**src/rtl/io_arbiter.sv**
```systemverilog
// Two-master, one-slave I/O bus arbiter with round-robin tie-break and a slave-ack timeout.
// Define IO_ARB_LOCK_EN to add per-master lock inputs that hold the grant across acks.
module io_arbiter #(
  parameter int unsigned TIMEOUT = 255,
  parameter int unsigned ADDR_W  = 16
) (
  input  logic              clk_i,
  input  logic              rst_n_i,
  input  logic              m0_stb_i,
  input  logic              m0_we_i,
  input  logic [ADDR_W-1:0] m0_addr_i,
  input  logic [15:0]       m0_dat_i,
  output logic [15:0]       m0_dat_o,
  output logic              m0_ack_o,
  output logic              m0_err_o,
  input  logic              m1_stb_i,
  input  logic              m1_we_i,
  input  logic [ADDR_W-1:0] m1_addr_i,
  input  logic [15:0]       m1_dat_i,
  output logic [15:0]       m1_dat_o,
  output logic              m1_ack_o,
  output logic              m1_err_o,
  output logic              io_stb_o,
  output logic              io_we_o,
  output logic [ADDR_W-1:0] io_addr_o,
  output logic [15:0]       io_dat_o,
  input  logic [15:0]       io_dat_i,
  input  logic              io_ack_i,
  output logic [1:0]        gnt_o,
  output logic              busy_o
`ifdef IO_ARB_LOCK_EN
  ,
  input  logic              m0_lock_i,
  input  logic              m1_lock_i
`endif
);

  localparam logic [7:0] TmoLimit = 8'(TIMEOUT);

  typedef enum logic [1:0] {StIdle, StGnt0, StGnt1} state_e;

  state_e            state_q, state_d;
  logic              last_q, last_d;  // 1: M1 was granted last
  logic [7:0]        cnt_q, cnt_d;

  logic              granted, sel_m1, stb_s, we_s, lock_s, tmo, err;
  logic [ADDR_W-1:0] addr_s;
  logic [15:0]       dat_s;

  always_comb begin
    granted = (state_q != StIdle);
    sel_m1  = (state_q == StGnt1);
    stb_s   = sel_m1 ? m1_stb_i  : m0_stb_i;
    we_s    = sel_m1 ? m1_we_i   : m0_we_i;
    addr_s  = sel_m1 ? m1_addr_i : m0_addr_i;
    dat_s   = sel_m1 ? m1_dat_i  : m0_dat_i;
`ifdef IO_ARB_LOCK_EN
    lock_s  = sel_m1 ? m1_lock_i : m0_lock_i;
`else
    lock_s  = 1'b0;
`endif
    tmo     = granted && (cnt_q == TmoLimit);
    // A slave ack in the timeout cycle wins over the error; an aborted request never errors.
    err     = tmo && stb_s && !io_ack_i;
  end

  always_comb begin
    io_stb_o  = granted && stb_s && !tmo;
    io_we_o   = granted && we_s;
    io_addr_o = granted ? addr_s : '0;
    io_dat_o  = granted ? dat_s : '0;
    m0_ack_o  = (state_q == StGnt0) && (io_ack_i || err);
    m0_err_o  = (state_q == StGnt0) && err;
    m0_dat_o  = (state_q == StGnt0) ? io_dat_i : '0;
    m1_ack_o  = (state_q == StGnt1) && (io_ack_i || err);
    m1_err_o  = (state_q == StGnt1) && err;
    m1_dat_o  = (state_q == StGnt1) ? io_dat_i : '0;
    gnt_o     = {state_q == StGnt1, state_q == StGnt0};
    busy_o    = granted;
  end

  always_comb begin
    state_d = state_q;
    last_d  = last_q;
    cnt_d   = cnt_q;
    unique case (state_q)
      StIdle: begin
        cnt_d = '0;
        if (m0_stb_i && (!m1_stb_i || last_q)) begin
          state_d = StGnt0;
          last_d  = 1'b0;
        end else if (m1_stb_i) begin
          state_d = StGnt1;
          last_d  = 1'b1;
        end
      end
      StGnt0, StGnt1: begin
        if (io_ack_i) begin
          if (lock_s) cnt_d = '0;
          else state_d = StIdle;
        end else if (!stb_s || tmo) begin
          state_d = StIdle;
        end else begin
          cnt_d = cnt_q + 8'd1;
        end
      end
      default: state_d = StIdle;
    endcase
  end

  always_ff @(posedge clk_i or negedge rst_n_i) begin
    if (!rst_n_i) begin
      state_q <= StIdle;
      last_q  <= 1'b1;
      cnt_q   <= '0;
    end else begin
      state_q <= state_d;
      last_q  <= last_d;
      cnt_q   <= cnt_d;
    end
  end

endmodule

```
**config.mk**
```make
export PLATFORM = sky130hd
export DESIGN_NAME = io_arbiter
export DESIGN_NICKNAME = d
export VERILOG_FILES = /design/src/rtl/io_arbiter.sv
export SDC_FILE = /design/constraint.sdc
export NUM_CORES = 1
export LEC_CHECK = 0
export ABC_AREA = 1
export CORE_ASPECT_RATIO = 1.25
export CORE_MARGIN = 3
export CORE_UTILIZATION = 29
export CTS_BUF_LIST = sky130_fd_sc_hd__clkbuf_8 sky130_fd_sc_hd__clkbuf_16
export DETAILED_ROUTE_END_ITERATION = 10
export PLACE_DENSITY_LB_ADDON = 0.1
export SLEW_MARGIN = 20
export SYNTH_ARGS = -nofsm -noshare
export SYNTH_HDL_FRONTEND = slang
export SYNTH_SLANG_ARGS = --single-unit
```
**constraint.sdc**
```tcl
create_clock -name clk_i -period 1.55 [get_ports clk_i]
set_input_delay 0.155 -clock clk_i [delete_from_list [all_inputs] [get_ports clk_i]]
set_output_delay 0.155 -clock clk_i [all_outputs]
set_load 0.03 [all_outputs]
```
# Word-level counts from Yosys, hierarchy flattened

Cells that the tools add are included.

Logic and storage cells: 55
Input bits: 87
Output and inout bits: 73
Bits in registers: 11

Eq/ne operators: 7
Reduce and logical (&&, ||, !) cells: 26
$add $sub $neg: 1
Muxes and demuxes: 18

Operators with widths:

| operator                                                         | count |
|---|---|
| 16-bit two-way mux                                               | 6 |
| 8-bit two-way mux                                                | 2 |
| 8-bit one-hot mux with 2 select lines                            | 1 |
| 1-bit logical AND                                                | 11 |
| 8-bit by 1-bit adder with 8-bit output (second input constant)   | 1 |
| 8-bit == test (second input constant)                            | 1 |
| 2-bit two-way mux                                                | 4 |
| 3-bit inequality test (second input constant)                    | 2 |
| 2-bit nonzero test                                               | 3 |
| 1-bit zero test                                                  | 4 |
| 1-bit two-way mux                                                | 4 |
| 2-bit inequality test (second input constant)                    | 2 |
| 2-bit one-hot mux with 2 select lines                            | 1 |
| 2-bit AND reduction                                              | 2 |
| 1-bit logical OR                                                 | 3 |
| 3-bit AND reduction                                              | 1 |
| 2-bit by 1-bit == test with 1-bit output (second input constant) | 1 |
| 2-bit == test (second input constant)                            | 1 |
| 2-bit zero test                                                  | 1 |
| 2-bit OR reduction                                               | 1 |

# Longest topological paths before layout

Gate-level depths: netlist (run 1).

Depth after elaboration: 7
Depth in mapped cells: 10
Gate-level depth less buffers: 10

# Worst setup path before layout (run 1)

OpenSTA, ideal clock, no wires.

Kind: reg-to-output
Start point: reg state_q[0]
End point: out io_dat_o[11]
Buffers on the path: 1
Setup slack: -400 ps
Required time: 1395 ps
Arrival: 1795 ps
Stages on the path, launching flop included: 7
Cell sequence: dfrtp_1 inv_1 ha_1 inv_2 clkbuf_1 o21ai_0 nor2_1

Elaborated cells between the ends (all ways): 4
Classes of those cells: 1 x eq/ne; 2 x mux; 1 x reduce/logical

RTL lines:

| what                   | line | RTL |
|---|---|---|
| start, declared        | 42   | `state_e state_q, state_d;` |
| start signal, assigned | 113  | `state_q <= StIdle;` |
| start signal, assigned | 117  | `state_q <= state_d;` |
| 2-bit nonzero test     | 51   | `granted = (state_q != StIdle);` |
| net busy_o             | 30   | `output logic busy_o` |
| 16-bit two-way mux     | 71   | `io_dat_o = granted ? dat_s : '0;` |
| end, declared          | 26   | `output logic [15:0] io_dat_o,` |

The timed path passes the listed nets, and every way through them passes these cells.

# Worst setup path after layout (run 1)

Start point: reg state_q[1]
End point: out m1_ack_o

Word-level cells in the longest chain between the ends: 6
Elaborated cells between the ends (all ways): 8
Classes of those cells: 1 x eq/ne; 1 x mux; 6 x reduce/logical

Ends and longest elaborated chain:

| what                                                   | line       | RTL |
|---|---|---|
| 2-bit == test or 2-bit nonzero test (tied branches)    | 52, 75, 51 |  |
| 1-bit two-way mux or 1-bit logical AND (tied branches) | 53, 62     |  |
| 1-bit logical AND (2 in series)                        | 64         | `err = tmo && stb_s && !io_ack_i;` |
| 1-bit logical OR                                       | 75         | `m1_ack_o = (state_q == StGnt1) && (io_ack_i \|\| err);` |
| 1-bit logical AND *                                    | 75         |  |
| end, declared                                          | 21         | `output logic m1_ack_o,` |

Every way passes the cells marked *; elsewhere a longest branch is shown, timed or not.

==> results of run 1 <==
power groups by stage:
stage,logic [mW],registers [mW],clock network (mW)
after floorplan,3.19,0.400,0
after global routing,6.87,0.416,0.303
after detailed placement,5.37,0.404,0
after CTS,5.80,0.408,0.292
after global placement,5.31,0.398,0
final,6.50,0.408,0.283
layer usage:
| layer | global-route usage, % | vias to the layer above |
|---|---|---|
| li1 | - | 1193 |
| met1 | 30.4 | 1101 |
| met2 | 42.2 | 111 |
| met3 | 2.96 | 23 |
| met4 | 6.93 | 0 |
| met5 | 0 | - |
cell families (layout without fill, tap and decap cells):
| logic type | after synthesis | in the layout | share of synthesized area [%] |
|---|---|---|---|
| xor+xnor | 5 | 5 | 2.99 |
| fa+ha+maj | 4 | 4 | 3.42 |
| simple gates | 161 | 161 | 44.2 |
| compound gates | 37 | 37 | 12.9 |
| flops | 11 | 11 | 18.9 |
| buf+inv | 64 | 239 | 17.6 |
registers in the layout (all words and copies together), names as in the netlist:
name / flops
cnt_q: 8
last_q: 1
state_q: 2
through the flow:
stage          worst slack (ns)  utilization (%)
2_1_floorplan            -0.103                -
3_3_place_gp            -0.0275             67.5
3_5_place_dp            -0.0923             67.5
4_1_cts                  -0.223             73.1
5_1_grt                  -0.330             79.8
6_report                 -0.240             79.8
worst max-delay path, stage by stage (launching register included):
cell and delay [ns]:
dfrtp_1 0.42, ha_4 0.19, buf_6 0.13, o21ai_4 0.16, nand3_1 0.11, nand2_2 0.09, inv_2 0.05, nor2_2 0.10
buf_6 0.14
placed cells by master (no fill, tap or decap):
cell	instances
a21oi_1	1
buf_6	32
nor2_2	35
inv_8	1
buf_12	9
nand3_2	1
xnor2_1	1
inv_2	24
dfstp_2	1
nor2_1	29
ha_1	1
nand3_1	11
ha_2	1
o21ai_0	16
nand2_4	18
ha_4	2
o21ai_2	2
nand2_1	42
nand4_1	1
inv_1	24
o21ai_4	1
clkdlybuf4s50_1	86
nor2_4	16
clkbuf_16	2
buf_8	2
nand2_2	7
buf_4	55
dfrtp_1	10
buf_16	1
clkbuf_8	3
o21ai_1	17
nand3_4	1
xor2_1	4
repair_timing:
item	CTS	global route
setup endpoints to repair	70	78
gates resized for setup	48	101
pin swaps	2	3
hold buffers	0	0
setup buffers	2	2
cloned	1	2
layout make-up:
class                           count  area share, %
Sequential cell                    11           7.22
Multi-Input combinational cell    207           34.6
Timing Repair Buffer              187           50.1
Clock inverter                      1         0.0979
Tap cell                           60           1.96
Inverter                           48           4.90
Clock buffer                        3           1.08
worst min path at each step:
| stage | startpoint | to | slack, ns | depth (start not counted) |
|---|---|---|---|---|
| after global routing | rst_n_i | cnt_q[0]$_DFFE_PN0P_ | 0.28 | 1 |
| after detailed placement | last_q$_DFFE_PN1P_ | last_q$_DFFE_PN1P_ | 0.49 | 2 |
| after CTS | rst_n_i | cnt_q[0]$_DFFE_PN0P_ | 0.27 | 1 |
| after global placement | last_q$_DFFE_PN1P_ | last_q$_DFFE_PN1P_ | 0.49 | 2 |
| final | rst_n_i | cnt_q[0]$_DFFE_PN0P_ | 0.26 | 1 |
| after floorplan | rst_n_i | cnt_q[0]$_DFFE_PN0P_ | -0.14 | 0 |
==> PnR_summary.wiki, run 1 <==
{| class="wikitable"
! Metric !! Value
|-
| Overall die height || approximately 85 um
|-
| Crit. End Element || primary output
|-
| Switching portion of total power || 55.1%
|-
| Wire length of the first global-routing pass || ~12 mm
|-
| Worst reg2reg path depth || 8
|-
| Combined area of the multi-input logic cells || ~0.0013 mm2
|-
| Combinational power share || about nine tenths
|-
| Crit path from || state_q[1]$_DFFE_PN0P_
|-
| Proportion of synthesized flip-flops having asynchronous set or reset || between 90% and 100%
|-
| Final cell count without fillers || 517
|-
| Failing checks || setup timing
|-
| Row count || 28
|-
| Number of storage elements in the synthesis netlist || 11
|-
| Part of the total power dissipated in sequential elements || roughly 5.7%
|-
| TritonCTS sink count || 11
|-
| Number of maximum-capacitance constraint violations || 0
|-
| PnR worst setup slack || -0.240 ns
|-
| Sw power || between 3 and 4 mW
|-
| Met2 Routed Length || 4.45 mm
|-
| Clock edge transition at the registers on the reported setup and hold paths || 0.05 ns
|-
| RSZ-0062 raised after global routing || yes
|-
| DIE WIDTH || 69.6 um
|-
| Endpoints failing setup || between 50 and 60
|-
| Post-synthesis instance area || 0.00147 mm2
|-
| Gate count of the mapped netlist || about 280
|-
| Startpoint of the lowest-slack register-to-register path || state_q[1]$_DFFE_PN0P_
|-
| Layout overhead on the synthesized area || 162%
|-
| Critical path data required time || ~1.4 ns
|-
| Library cell used as clock root buffer || clkbuf_8
|-
| Wirelength, routed || between 8 and 9 mm
|-
| Cell taking the most area after synthesis || nor2_1
|-
| Total of warnings raised by yosys || 0
|-
| Initial core utilization || 30.5%
|-
| Register cell area after layout || about 280 um2
|-
| Metal3 WL || between 500 and 600 um
|-
| H-tree depth || 1
|-
| Io pins || 160
|-
| Kind of start point of the critical path || register
|-
| Result of the run || complete, but fails checks
|-
| Worst clock skew || 0.00479 ns
|-
| Layout Nets || 549
|-
| Vias per inst || roughly 4.7
|-
| Portion of the clock cycle consumed by the worst path in the final layout || 115%
|-
| Cell types occupying the most area after synthesis || nor2_1, dfrtp_1, nand2_1
|-
| Total of fill cells in the finished design || 320
|-
| First-iteration detailed-routing DRC count || about 160
|-
| Die Area || 0.00595 mm2
|-
| Peak supply drop || about 0.00099 V
|-
| GRT Resource Usage Total || between 20% and 30%
|-
| Top routing layer in use || met4
|-
| Highest fanout seen on the critical path || 3
|-
| Most frequent cell after synthesis || nor2_1
|-
| Timing endpoint of the critical path || m1_ack_o
|-
| Number of enable flip-flop cells after synthesis || 0
|-
| Metal1 wirelength || ~3.2 mm
|-
| Maximum number of pins on one net before global-route repair || 23
|-
| DR WL/cell || 16.4 um
|-
| Antenna diode count || 0
|-
| HPWL after detailed placement || 5.82 mm
|-
| Final global-route overflow total || 0
|-
| TritonCTS clock tree || done
|-
| Detail Route Antenna Nets || 0
|-
| Reg-to-Reg End || state_q[0]$_DFFE_PN0P_
|-
| Number of global-route vias before repair || 2,255
|-
| Overall power consumption || between 7 and 8 mW
|-
| Relative contribution of the clock network to total power || 3.9%
|-
| Transition time at the pin with the least slew margin || between 0.5 and 0.6 ns
|-
| Crit Path Class || reg -> out
|-
| Worst Path Arrival || 1.64 ns
|-
| Number of nets in the synthesized netlist || 373
|-
| Inserted Clock Buffers || 3
|-
| DRC violations left || 0
|-
| Routability-driven placement congestion ratio || ~0.85
|-
| Total vias in the final route || 2,428
|-
| Area after DPL || between 0.003 and 0.004 mm2
|-
| Tightest slew margin relative to the limit || about 64%
|-
| Type of the most critical hold path || in -> async
|-
| Fraction of layout instances using a drive strength above 1 || 46.8%
|-
| Ys flop type || dfrtp_1
|-
| Synth cell types || 23
|-
| Final Hold Fails || 0
|-
| Fin. max-slew vios || 0
|-
| Core area || 0.00480 mm2
|-
| Peak Freq || about 560 MHz
|-
| Clk_lat worst skew || between 0.2 and 0.25 ns
|-
| Drt pass-1 iters || 4
|-
| Syn_area_per_cell || around 5.2 um2
|-
| Cell count after placement || between 500 and 600
|-
| Setup slack, reg-to-reg || about 0.01 ns
|-
| Seq/Total Area, Yosys || between 10% and 20%
|-
| Power per unit of standard cell area || 1880 mW/mm2
|-
| Leakage power summed over all cells || about 2.0 nW
|-
| Leading cell types by count after synthesis || nor2_1, nand2_1, inv_1, o21ai_0, nand3_1
|-
| Setup TNS after final layout || -9.03 ns
|-
| Top cell type's share of synthesized area || around a fifth
|-
| Maximum number of buffers from clock root to sink || 2
|-
| Final period demand of the worst path || roughly 1.8 ns
|-
| Finished layout cell area || roughly 0.0038 mm2
|-
| Worst-case hold slack || roughly 0.26 ns
|-
| Power Internal || 3.23 mW
|-
| Number of antenna violations at the first check in global routing || 0
|-
| IO buf count || 159
|}
Power figures use the tool's default switching activity.
==> run 2: changes to the inputs <==
- clock period: 1.55 -> 2 ns (I/O delays scaled with it)
==> run 2 against run 1 <==
The run now ends clean. Clock power down 19%. Critical path depth down 1. Clock skew up 0.0013 ns. Cell count down 3.7%. Combinational power down 42%. Sequential share of layout area up 1.7 points. Utilization down 15 points. Global-route usage down 2.1 points. Die area unchanged.
==> PnR_summary.wiki, run 2 (synthesis gave the netlist of run 1 again) <==
{| class="wikitable"
! Metric !! Value
|-
| Result of the run || completed
|-
| Transition time at the pin with the least slew margin || 0.529 ns (-0.0129 ns)
|-
| Slowest library cell on the worst path || dfrtp_1
|-
| Detail Route Antenna Nets || 0 (unchanged)
|-
| Top routing layer in use || met4
|-
| Register with the most flip-flops || cnt_q
|-
| Clock edge transition at the registers on the reported setup and hold paths || 0.06 ns (about the same)
|-
| Met2 Routed Length || 3.45 mm (-23%)
|-
| Number of antenna violations at the first check in global routing || 0 (unchanged)
|-
| Worst clock skew || 0.00605 ns (+0.00126 ns)
|-
| Final cell count without fillers || 498 (-3.7%)
|-
| DR WL/cell || 13.6 um (-17%)
|-
| Critical path data required time || 1.80 ns (+0.41 ns)
|-
| Portion of the clock cycle consumed by the worst path in the final layout || between 90% and 100%
|-
| Buffers and inverters on the worst path || 4 (+1)
|-
| Peak Freq || between 500 and 600 MHz
|-
| Row count || 28 (unchanged)
|-
| PnR worst setup slack || 0.134 ns (+0.374 ns)
|-
| Layout overhead on the synthesized area || 112%
|-
| H-tree depth || 1 (unchanged)
|-
| DIE WIDTH || 69.6 um (unchanged)
|-
| Clk_lat worst skew || 0.24 ns (about the same)
|-
| Largest registers || cnt_q (8), state_q (2), last_q (1)
|-
| Final Hold Fails || 0 (unchanged)
|-
| Commonest non-fill, non-tap cell in the layout || clkdlybuf4s50_1
|-
| Power Internal || 1.81 mW (-44%)
|-
| Power per unit of standard cell area || 1380 mW/mm2 (-26%)
|-
| Layout Nets || 530 (-3.5%)
|-
| Overall die height || 85.5 um (unchanged)
|-
| Highest fanout seen on the critical path || 34 (+31)
|-
| Number of global-route vias before repair || 1,946 (-14%)
|-
| Core area || 0.00480 mm2 (unchanged)
|-
| Antenna diode count || 0 (unchanged)
|-
| Io pins || 160 (unchanged)
|-
| Kind of start point of the critical path || register
|-
| Final period demand of the worst path || 1.87 ns
|-
| Combinational power share || 87.3% (-3.1 points)
|-
| Setup TNS after final layout || 0 ns (+9.03 ns)
|-
| Critical path cell sequence || inv_1 -> ha_1 -> inv_2 -> buf_8 -> o21ai_0 -> nor2_1 -> buf_12
|-
| Vias per inst || 4.42 (-5.9%)
|-
| TritonCTS clock tree || done
|-
| TritonCTS sink count || 11 (unchanged)
|-
| Reg-to-Reg End || cnt_q[4]$_DFFE_PN0P_
|-
| RSZ-0062 raised after global routing || yes
|-
| Fraction of layout instances using a drive strength above 1 || 19.4% (-27 points)
|-
| Setup slack, reg-to-reg || 0.47 ns (+0.46 ns)
|-
| Fin. max-slew vios || 0 (unchanged)
|-
| Worst Path Arrival || 1.67 ns (+0.03 ns)
|-
| Kind of cell with the highest combined delay on the critical path || buffers and inverters
|-
| Die Area || 0.00595 mm2 (unchanged)
|-
| Crit Path Class || reg -> out
|-
| Number of maximum-capacitance constraint violations || 0 (unchanged)
|-
| Finished layout cell area || 0.00311 mm2 (-19%)
|-
| Inserted Clock Buffers || 3 (unchanged)
|-
| Top library cells by usage in the layout, fill and taps aside || clkdlybuf4s50_1, nor2_1, nand2_1
|-
| Endpoints failing setup || 0 (-100%)
|-
| GRT Resource Usage Total || 21.8% (-2.1 points)
|-
| Drt pass-1 iters || 4 (unchanged)
|-
| Combined area of the multi-input logic cells || 951 um2 (-28%)
|-
| Register cell area after layout || 277 um2 (unchanged)
|-
| Relative contribution of the clock network to total power || 5.3% (+1.4 points)
|-
| Final global-route overflow total || 0 (unchanged)
|-
| Maximum number of pins on one net before global-route repair || 35 (+52%)
|-
| Wirelength, routed || 6.78 mm (-20%)
|-
| IO buf count || 159 (unchanged)
|-
| Tightest slew margin relative to the limit || 64.6% (+0.86 points)
|-
| Biggest cell delay along the critical path || 0.40 ns (-0.02 ns)
|-
| Cell count after placement || 493 (-2.6%)
|-
| Metal3 WL || 480 um (-19%)
|-
| Initial core utilization || 30.5% (unchanged)
|-
| Worst slack at placement || 0.160 ns (+0.252 ns)
|-
| Total vias in the final route || 2,201 (-9.3%)
|-
| Part of the total power dissipated in sequential elements || 7.3% (+1.6 points)
|-
| Routability-driven placement congestion ratio || 0.874 (+3.0%)
|-
| Number of flip-flops in the largest register || 8 (unchanged)
|-
| Peak supply drop || 0.000935 V (-5.5%)
|-
| HPWL after detailed placement || 5.51 mm (-5.3%)
|-
| Maximum number of buffers from clock root to sink || 2 (unchanged)
|-
| Crit. End Element || primary output
|-
| First-iteration detailed-routing DRC count || 103 (-35%)
|-
| Wire length of the first global-routing pass || 10.5 mm (-9.2%)
|-
| Type of the most critical hold path || in -> async
|-
| Sw power || 2.49 mW (-37%)
|-
| Library cell used as clock root buffer || clkbuf_8
|-
| Metal1 wirelength || 2.78 mm (-12%)
|-
| Leakage power summed over all cells || 1.81 nW (-11%)
|-
| Hold Buf Count CTS || 0 (unchanged)
|-
| DRC violations left || 0 (unchanged)
|-
| Switching portion of total power || 57.9% (+2.7 points)
|-
| Area after DPL || 0.00304 mm2 (-6.2%)
|-
| Total of fill cells in the finished design || 451 (+41%)
|-
| Startpoint of the lowest-slack register-to-register path || state_q[0]$_DFFE_PN0P_
|-
| Worst reg2reg path depth || 10 (+2)
|}
==> run 2: how the worst max path moves through the flow <==
| stage | startpoint | endpoint | slack, ns | depth (start not counted) |
|---|---|---|---|---|
| floorplan | state_q[0]$_DFFE_PN0P_ | io_dat_o[11] | 0.005 | 6 |
| global placement | state_q[1]$_DFFE_PN0P_ | m0_dat_o[9] | 0.23 | 6 |
| detailed placement | state_q[1]$_DFFE_PN0P_ | m0_dat_o[1] | 0.16 | 6 |
| CTS | state_q[1]$_DFFE_PN0P_ | gnt_o[0] | 0.02 | 4 |
| global route | state_q[1]$_DFFE_PN0P_ | m1_ack_o | -0.002 | 10 |
| finish | state_q[1]$_DFFE_PN0P_ | io_dat_o[0] | 0.13 | 7 |
==> run 2: power groups by stage <==
stage	registers, mW	clock network [mW]	logic [mW]
detailed placement	0.319	0	3.74
global placement	0.315	0	3.74
floorplan	0.310	0	2.22
finish	0.316	0.229	3.76
CTS	0.315	0.234	3.72
global route	0.321	0.249	4.03
==> run 2: per-stage QoR <==
step / util, % / total power, mW / hold WS, ns
2_1_floorplan: - / 2.53 / -0.0956
3_3_place_gp: 63.4 / 4.05 / 0.483
3_5_place_dp: 63.4 / 4.06 / 0.489
4_1_cts: 64.1 / 4.27 / 0.313
5_1_grt: 64.9 / 4.60 / 0.319
6_report: 64.9 / 4.30 / 0.305
==> run 2: what timing repair did <==
item / 4_1_cts / 5_1_grt
endpoints found under the hold margin: 0 / 0
endpoints found under the setup margin: 16 / 21
setup buffers: 0 / 1
gates resized for setup: 15 / 6
==> run 2: area by class of cell <==
cell class,instances,share of cell area (%)
repair buffers,168,50.9
multi-input cells,207,30.5
flip-flops and latches,11,8.88
inverters,48,5.79
well taps,60,2.41
clock buffers,3,1.33
clock inverters,1,0.161
==> run 2: layer usage <==
metal | GRT usage (%) | vias to the layer above
met1 | 27.3 | 943
li1 | - | 1153
met2 | 38.9 | 96
met3 | 3.67 | 9
met5 | 0 | -
met4 | 4.97 | 0
==> run 3: changes to the inputs <==
- CAP_MARGIN: unset -> 20
- SLEW_MARGIN: 20 -> unset
==> results of run 3 <==
Same layout as run 2: the final DEF is identical, and so are final timing and power.
